### src/rtl/cl_hello_world_reg_arb.sv
// Round-robin arbiter for two register requesters onto the
// hello-world core write/read port, one transaction in flight.
module cl_hello_world_reg_arb #(
   parameter int ADDR_W = 32,
   parameter int DATA_W = 32,
   parameter int RD_LAT = 1
) (
   input  logic              clk_main_a0,
   input  logic              rst_main_n,
   input  logic              req0_valid,
   input  logic              req0_wr,
   input  logic [ADDR_W-1:0] req0_addr,
   input  logic [DATA_W-1:0] req0_wdata,
   output logic              req0_ready,
   output logic              req0_done,
   output logic [DATA_W-1:0] req0_rdata,
   input  logic              req1_valid,
   input  logic              req1_wr,
   input  logic [ADDR_W-1:0] req1_addr,
   input  logic [DATA_W-1:0] req1_wdata,
   output logic              req1_ready,
   output logic              req1_done,
   output logic [DATA_W-1:0] req1_rdata,
   output logic [ADDR_W-1:0] wr_addr,
   output logic [DATA_W-1:0] wdata,
   output logic              wready,
   output logic [ADDR_W-1:0] rd_addr,
   output logic              rd_en,
   input  logic [DATA_W-1:0] rd_data
);

   localparam int CW = $clog2(RD_LAT + 1);
   localparam logic [CW-1:0] CNT_INIT = CW'(RD_LAT - 1);

   typedef enum logic [1:0] {
      IDLE,
      ISSUE,
      RWAIT,
      DONE
   } state_t;

   state_t            state_q;
   state_t            state_d;
   logic              gnt0;
   logic              gnt1;
   logic              owner_q;
   logic              cmd_wr_q;
   logic              rr_ptr_q;
   logic [CW-1:0]     cnt_q;
   logic              win_wr;
   logic [ADDR_W-1:0] win_addr;
   logic [DATA_W-1:0] win_wdata;
   logic [ADDR_W-1:0] wr_addr_q;
   logic [ADDR_W-1:0] rd_addr_q;
   logic [DATA_W-1:0] wdata_q;
   logic [DATA_W-1:0] rdata0_q;
   logic [DATA_W-1:0] rdata1_q;
   logic              done0_q;
   logic              done1_q;

   // Next-state, grant and core strobe decode; grants only while idle
   // and out of reset, rr_ptr_q set means req1 has priority.
   always_comb begin
      state_d = state_q;
      gnt0    = 1'b0;
      gnt1    = 1'b0;
      wready  = 1'b0;
      rd_en   = 1'b0;
      unique case (state_q)
         IDLE: begin
            if (rst_main_n) begin
               if (req0_valid && (!req1_valid || !rr_ptr_q))
                  gnt0 = 1'b1;
               else if (req1_valid)
                  gnt1 = 1'b1;
               if (gnt0 || gnt1)
                  state_d = ISSUE;
            end
         end
         ISSUE: begin
            wready  = cmd_wr_q;
            rd_en   = !cmd_wr_q;
            state_d = cmd_wr_q ? DONE : RWAIT;
         end
         RWAIT: begin
            if (cnt_q == '0)
               state_d = DONE;
         end
         DONE: begin
            state_d = IDLE;
         end
         default: begin
            state_d = IDLE;
         end
      endcase
   end

   // Winner command mux feeding the latch registers
   always_comb begin
      win_wr    = gnt1 ? req1_wr    : req0_wr;
      win_addr  = gnt1 ? req1_addr  : req0_addr;
      win_wdata = gnt1 ? req1_wdata : req0_wdata;
   end

   // State register
   always_ff @(posedge clk_main_a0 or negedge rst_main_n) begin
      if (!rst_main_n)
         state_q <= IDLE;
      else
         state_q <= state_d;
   end

   // Latch owner, command and core address/data on every grant
   always_ff @(posedge clk_main_a0 or negedge rst_main_n) begin
      if (!rst_main_n) begin
         owner_q   <= 1'b0;
         cmd_wr_q  <= 1'b0;
         rr_ptr_q  <= 1'b0;
         wr_addr_q <= '0;
         wdata_q   <= '0;
         rd_addr_q <= '0;
      end else if (gnt0 || gnt1) begin
         owner_q  <= gnt1;
         cmd_wr_q <= win_wr;
         rr_ptr_q <= gnt0;
         if (win_wr) begin
            wr_addr_q <= win_addr;
            wdata_q   <= win_wdata;
         end else begin
            rd_addr_q <= win_addr;
         end
      end
   end

   // Read latency counter: loaded on rd_en, counts down to sample point
   always_ff @(posedge clk_main_a0 or negedge rst_main_n) begin
      if (!rst_main_n)
         cnt_q <= '0;
      else if (state_q == ISSUE && !cmd_wr_q)
         cnt_q <= CNT_INIT;
      else if (state_q == RWAIT && cnt_q != '0)
         cnt_q <= cnt_q - CW'(1);
   end

   // Owner's rdata: core data on reads, zero on writes; other holds
   always_ff @(posedge clk_main_a0 or negedge rst_main_n) begin
      if (!rst_main_n) begin
         rdata0_q <= '0;
         rdata1_q <= '0;
      end else if (state_q == RWAIT && cnt_q == '0) begin
         if (owner_q)
            rdata1_q <= rd_data;
         else
            rdata0_q <= rd_data;
      end else if (state_q == ISSUE && cmd_wr_q) begin
         if (owner_q)
            rdata1_q <= '0;
         else
            rdata0_q <= '0;
      end
   end

   // Registered one-cycle completion pulse for the owner only
   always_ff @(posedge clk_main_a0 or negedge rst_main_n) begin
      if (!rst_main_n) begin
         done0_q <= 1'b0;
         done1_q <= 1'b0;
      end else begin
         done0_q <= (state_d == DONE) && !owner_q;
         done1_q <= (state_d == DONE) && owner_q;
      end
   end

   assign req0_ready = gnt0;
   assign req1_ready = gnt1;
   assign req0_done  = done0_q;
   assign req1_done  = done1_q;
   assign req0_rdata = rdata0_q;
   assign req1_rdata = rdata1_q;
   assign wr_addr    = wr_addr_q;
   assign wdata      = wdata_q;
   assign rd_addr    = rd_addr_q;

endmodule
### config.mk
export PLATFORM = sky130hd
export DESIGN_NAME = cl_hello_world_reg_arb
export DESIGN_NICKNAME = d
export VERILOG_FILES = /design/src/rtl/cl_hello_world_reg_arb.sv
export SDC_FILE = /design/constraint.sdc
export NUM_CORES = 1
export LEC_CHECK = 0
export ABC_AREA = 1
export CAP_MARGIN = 30
export CORE_MARGIN = 5
export CORE_UTILIZATION = 25
export DETAILED_ROUTE_END_ITERATION = 8
export MAX_ROUTING_LAYER = met4
export PLACE_DENSITY = 0.51
export SKIP_CTS_REPAIR_TIMING = 1
export SLEW_MARGIN = 20
export SYNTH_ARGS = -nofsm -noshare
export SYNTH_HDL_FRONTEND = slang
export SYNTH_SLANG_ARGS = --single-unit
### constraint.sdc
create_clock -name clk_main_a0 -period 1.8 [get_ports clk_main_a0]
set_input_delay 0.36 -clock clk_main_a0 [delete_from_list [all_inputs] [get_ports clk_main_a0]]
set_output_delay 0.36 -clock clk_main_a0 [all_outputs]
set_load 0.1 [all_outputs]
==> results_dict.tcl, run 1 <==
set metrics [dict create \
    status "finished, violations left" \
    violations "setup timing" \
    dieArea_um2 34300 \
    overflow 0 \
    route.detailed.drc 0 \
    cts_max_level 4 \
    ys_warn_count 0 \
    postRouteAntennaNets 0 \
    ys_types 19 \
    grt_max_degree 168 \
    wl_per_cell_um 17.4 \
    critPathKind "reg2out" \
    num_vias 7584 \
    wirelength_um 29800 \
    cp_slowest_cell "dfrtp_1" \
    std_cell_rows 64 \
    fin_crit_sh 1.12 \
    fill_cells 2900 \
    skew_ns 0.00719 \
    required_ns 1.44 \
    track_usage 0.173 \
    antenna_found_initial 2 \
    vias_per_cell 4.44 \
    cts_root_buf "clkbuf_16" \
    syn2layout_area_growth_pct 85.1 \
    layout_setup_ws_ns -0.215 \
    avgSynthCellArea_um2 7.96 \
    hold_ws_ns 0.00107 \
    layout-drive-gt1-share 0.214 \
    synth_nets 1132 \
    maxSlewViolCount 0 \
    place_congestion 0.839 \
    fin_setup_tns_ns -0.494 \
    path_cells "inv_2 -> ha_4 -> inv_4 -> nor2_4 -> nand2_2 -> buf_6 -> clkinvlp_4 -> buf_12" \
    ys_seq_elements 168 \
    met1_usage 0.211 \
    cts_sinks 168 \
    endpoint_kind "output port" \
    fin_crit_ns 2.02 \
    grt_pass1_wl_um 44600 \
    setup_viol 4 \
    dr.pass1.iters 4 \
    hold_viol_final 0 \
    slowest_delay_ns 0.41 \
    cap_violations 0 \
    clk_pin_slew_ns 0.06 \
    dpl.hpwl_um 21000 \
    timing.fmax_mhz 496 \
    cts_tree "built" \
    die_x_um 185 \
    slew_headroom 0.266 \
    die_h_um 185 \
    core-area_um2 30400 \
    insertion_delay_ns 0.42 \
    final_nets 1467 \
    tightest_slew_ns 1.10 \
    seq_area_frac_synth 0.548 \
    grtUsageMet2 0.271 \
    ios 332 \
    synth_cells 963 \
    io_buffers 331 \
    initial_core_util 0.252 \
    clk_path_buf_depth 2 \
    worstSetupStartpointType "flip-flop" \
    grt_pass1_vias 7797 \
    hp-class "in2async" \
    arrival_ns 1.66 \
    synthesis.area_um2 7670 \
    dr.first_iter.drc_count 413 \
    grt_util_met3 0.0666 \
    rsz0062_at_grt "true" \
    cts_made_buffers 17 \
    grt.busiest_layer "met2" \
    crit_fanout 4 \
]
[layout by cell type (no fill, tap or decap), types with 2 or more instances in the layout]
master / netlist / final
clkinv_2: 0 / 3
dfrtp_1: 168 / 168
nor2_1: 3 / 2
ha_4: 0 / 2
inv_1: 41 / 35
clkinvlp_4: 0 / 6
diode_2: 0 / 2
clkbuf_1: 25 / 2
buf_4: 8 / 25
buf_6: 5 / 6
inv_4: 0 / 2
nand2_2: 2 / 8
clkdlybuf4s50_1: 0 / 164
nor2_4: 1 / 2
inv_2: 3 / 5
inv_6: 0 / 4
clkbuf_16: 0 / 22
buf_12: 0 / 183
nand2_1: 405 / 396
o21ai_0: 35 / 35
nand3_1: 229 / 223
nand2_4: 0 / 3
nand3_2: 0 / 5
[cells by family after synthesis]
logic type               count (synthesis)  synth area share
AND/OR/NAND/NOR                        642             0.354
flip-flops                             168             0.548
buffers and inverters                  114            0.0695
AO/OA/AOI/OAI                           36            0.0235
adder cells (fa/ha/maj)                  3           0.00490
[synthesized netlist by cell type, drive strengths merged]
library cell | count | area, µm²
ha | 3 | 37.5
inv | 44 | 165
clkbuf | 25 | 93.8
o21ai | 35 | 175
nor3 | 1 | 5.00
clkinv | 1 | 3.75
dfrtp | 168 | 4200
nor2 | 4 | 22.5
buf | 44 | 270
nand4 | 1 | 6.26
a21oi | 1 | 5.00
nand3 | 229 | 1150
nand2 | 407 | 1530
[layout make-up]
| cell class | instances | area [µm²] | share of cell area |
|---|---|---|---|
| clock buffers | 19 | 433 | 0.0305 |
| diodes | 2 | 5.00 | 0.000353 |
| flip-flops and latches | 168 | 4200 | 0.296 |
| repair buffers | 385 | 5710 | 0.402 |
| clock inverters | 13 | 121 | 0.00855 |
| inverters | 45 | 179 | 0.0126 |
| multi-input cells | 681 | 3040 | 0.214 |
| well taps | 396 | 495 | 0.0349 |
[metrics by stage]
| stage | instances | setup WS, ns | cell area, µm² | utilization |
|---|---|---|---|---|
| finish | 1709 | -0.215 | 14200 | 0.466 |
| global route | 1709 | -0.306 | 14200 | 0.466 |
| CTS | 1690 | -0.355 | 13800 | 0.453 |
| detailed placement | 1658 | -0.211 | 13200 | 0.435 |
| global placement | 1658 | -0.220 | 13200 | 0.435 |
| floorplan | 963 | -0.0406 | 7690 | - |
[layer usage]
layer,vias to the layer above,share of wire
met5,-,0
met4,0,0.012
met3,23,0.090
met2,265,0.47
met1,3532,0.43
li1,3764,-
[registers in the layout, indices dropped and copies added, names as in the netlist]
| register | flops |
|---|---|
| req0_rdata | 32 |
| rr_ptr_q | 1 |
| cnt_q | 1 |
| state_q | 2 |
| req0_done | 1 |
| wr_addr | 32 |
| req1_rdata | 32 |
| req1_done | 1 |
| wdata | 32 |
| rd_addr | 32 |
| cmd_wr_q | 1 |
| owner_q | 1 |
[final timing paths]
path / start / to / slack (ns) / cells past startpoint
setup / recovery: state_q[1] / req1_ready / -0.22 / 8
hold / removal: rst_main_n / wdata[15] / 0.001 / 2
setup reg to reg: state_q[1] / wr_addr[7] / 0.05 / 12
hold reg to reg: rr_ptr_q / rr_ptr_q / 0.49 / 2
max in group asynchronous: rst_main_n / wdata[17] / 0.87 / 2
min in group clk_main_a0: rst_main_n / rr_ptr_q / 0.36 / 4
[critical path: cells and delay by family (launching register included)]
kind / cells / cell delay [ns]
adder cells (fa/ha/maj): 1 / 0.14
flip-flops: 1 / 0.41
buffers and inverters: 5 / 0.49
AND/OR/NAND/NOR: 2 / 0.18
Power of run 1 is not shown: default switching activity piles up to over one toggle a cycle in this logic, so the estimate is an artifact.
==> run 2, diff against run 1 <==
CORE_UTILIZATION = 43   (was 25)
GPL_TIMING_DRIVEN = 0   (was not set)
PLACE_DENSITY = 0.8   (was 0.51)
==> results_dict.tcl, run 2 (synthesized netlist as in run 1, its figures left out) <==
set metrics [dict create \
    fin_crit_ns 2.24 \
    dpl.hpwl_um 21400 \
    fill_cells 1389 \
    post-route-util 0.705 \
    endpoint_kind "output port" \
    setup_viol 196 \
    postRouteAntennaNets 0 \
    cp-startpoint "state_q[0]" \
    cts_sinks 168 \
    num_vias 8278 \
    worstRegToRegCells 9 \
    wl_per_cell_um 18.8 \
    hold_viol_final 0 \
    r2r-end "req1_rdata[4]" \
    overflow 0 \
    cts_max_level 4 \
    dieArea_um2 20600 \
    fin_setup_tns_ns -16.15 \
    skew_ns 0.0144 \
    crit_path_end "req1_ready" \
    final_cell_mix "nand2_1, nand3_1, dfrtp_1" \
    cts_tree "built" \
    ios 332 \
    insertion_delay_ns 0.43 \
    core-area_um2 17400 \
    maxSlewViolCount 0 \
    final_nets 1513 \
    timing.fmax_mhz 447 \
    final_common_cell "nand2_1" \
    grt_max_degree 98 \
    clk_path_buf_depth 2 \
    io_buffers 331 \
    std_cell_rows 48 \
    layout_setup_ws_ns -0.436 \
    cap_violations 0 \
    rsz0062_at_grt "true" \
    critPathKind "reg2out" \
    antenna_found_initial 2 \
    dr.pass1.iters 5 \
    crit_fanout 6 \
    r2r_setup_slack_ns -0.18 \
    worstSetupStartpointType "flip-flop" \
    multi_input_area_um2 3070 \
    fin_crit_sh 1.24 \
    seq_area_um2 4200 \
    initial_core_util 0.440 \
    rr_startpoint "state_q[0]" \
    hp-class "in2reg" \
    grt_pass1_wl_um 42400 \
    wirelength_um 29800 \
    grt_pass1_vias 7964 \
    route.detailed.drc 0 \
    die_h_um 144 \
    vias_per_cell 5.23 \
    dr.first_iter.drc_count 448 \
    layout-drive-gt1-share 0.175 \
    required_ns 1.44 \
    slew_headroom 0.313 \
    cts_made_buffers 17 \
    track_usage 0.275 \
    arrival_ns 1.88 \
    tightest_slew_ns 1.03 \
    violations "setup timing" \
    cts_root_buf "clkbuf_16" \
    clk_pin_slew_ns 0.06 \
    syn2layout_area_growth_pct 60.1 \
    die_x_um 144 \
    status "finished, violations left" \
    place_congestion 0.905 \
]
[run 2: changes by cell type in the layout (fill, tap and decap cells not counted), sizes merged]
cell | before | now
bufinv | 1 | 0
clkbuf | 24 | 141
buf | 215 | 72
dlygate4sd3 | 1 | 4
dlymetal6s2s | 0 | 73
inv | 46 | 44
clkinv | 5 | 4
[run 2: worst min path at each step]
stage	from	endpoint	slack, ns	cells after the start
4_1_cts	rst_main_n	req0_rdata[24]	-0.09	1
3_5_place_dp	rst_main_n	req0_rdata[30]	0.37	1
2_1_floorplan	rst_main_n	cmd_wr_q	0.06	0
5_1_grt	rst_main_n	state_q[1]	0.42	5
3_3_place_gp	req1_rdata[16]	req1_rdata[16]	0.45	2
6_report	rst_main_n	state_q[1]	0.42	5
[run 2: worst max-delay path, stage by stage (launching register included)]
cell        delay (ns)
dfrtp_1           0.41
inv_2             0.09
ha_4              0.17
inv_4             0.05
nor2_4            0.18
nand2_4           0.07
buf_8             0.13
buf_8             0.12
clkinvlp_4        0.07
buf_12            0.16
[run 2: per-layer routing]
layer / vias up / GRT usage / part of all wire
met5: - / - / 0
met4: 0 / 0.0823 / 0.027
met3: 56 / 0.0845 / 0.11
met2: 425 / 0.451 / 0.50
met1: 3944 / 0.328 / 0.37
li1: 3853 / - / -
[run 2: layout make-up]
cell class                      instances  share of cell area
Inverter                               45              0.0145
Tap cell                              225              0.0229
Sequential cell                       168               0.343
Antenna cell                            2            0.000408
Buffer                                 69              0.0348
Clock buffer                           23              0.0389
Clock inverter                          9             0.00561
Multi-Input combinational cell        681               0.250
Timing Repair Buffer                  362               0.290
[run 2: through the flow]
step	setup slack, ns	hold WS [ns]	cell area [µm²]	std cells
4_1_cts	-1.90	-0.0926	11900	1554
6_report	-0.436	0.416	12300	1584
5_1_grt	-0.500	0.422	12300	1584
2_1_floorplan	-0.0406	0.0644	7690	963
3_5_place_dp	-1.91	0.365	11400	1522
3_3_place_gp	-7.87	0.453	11300	1519
Power of run 2 is left out for the same reason.
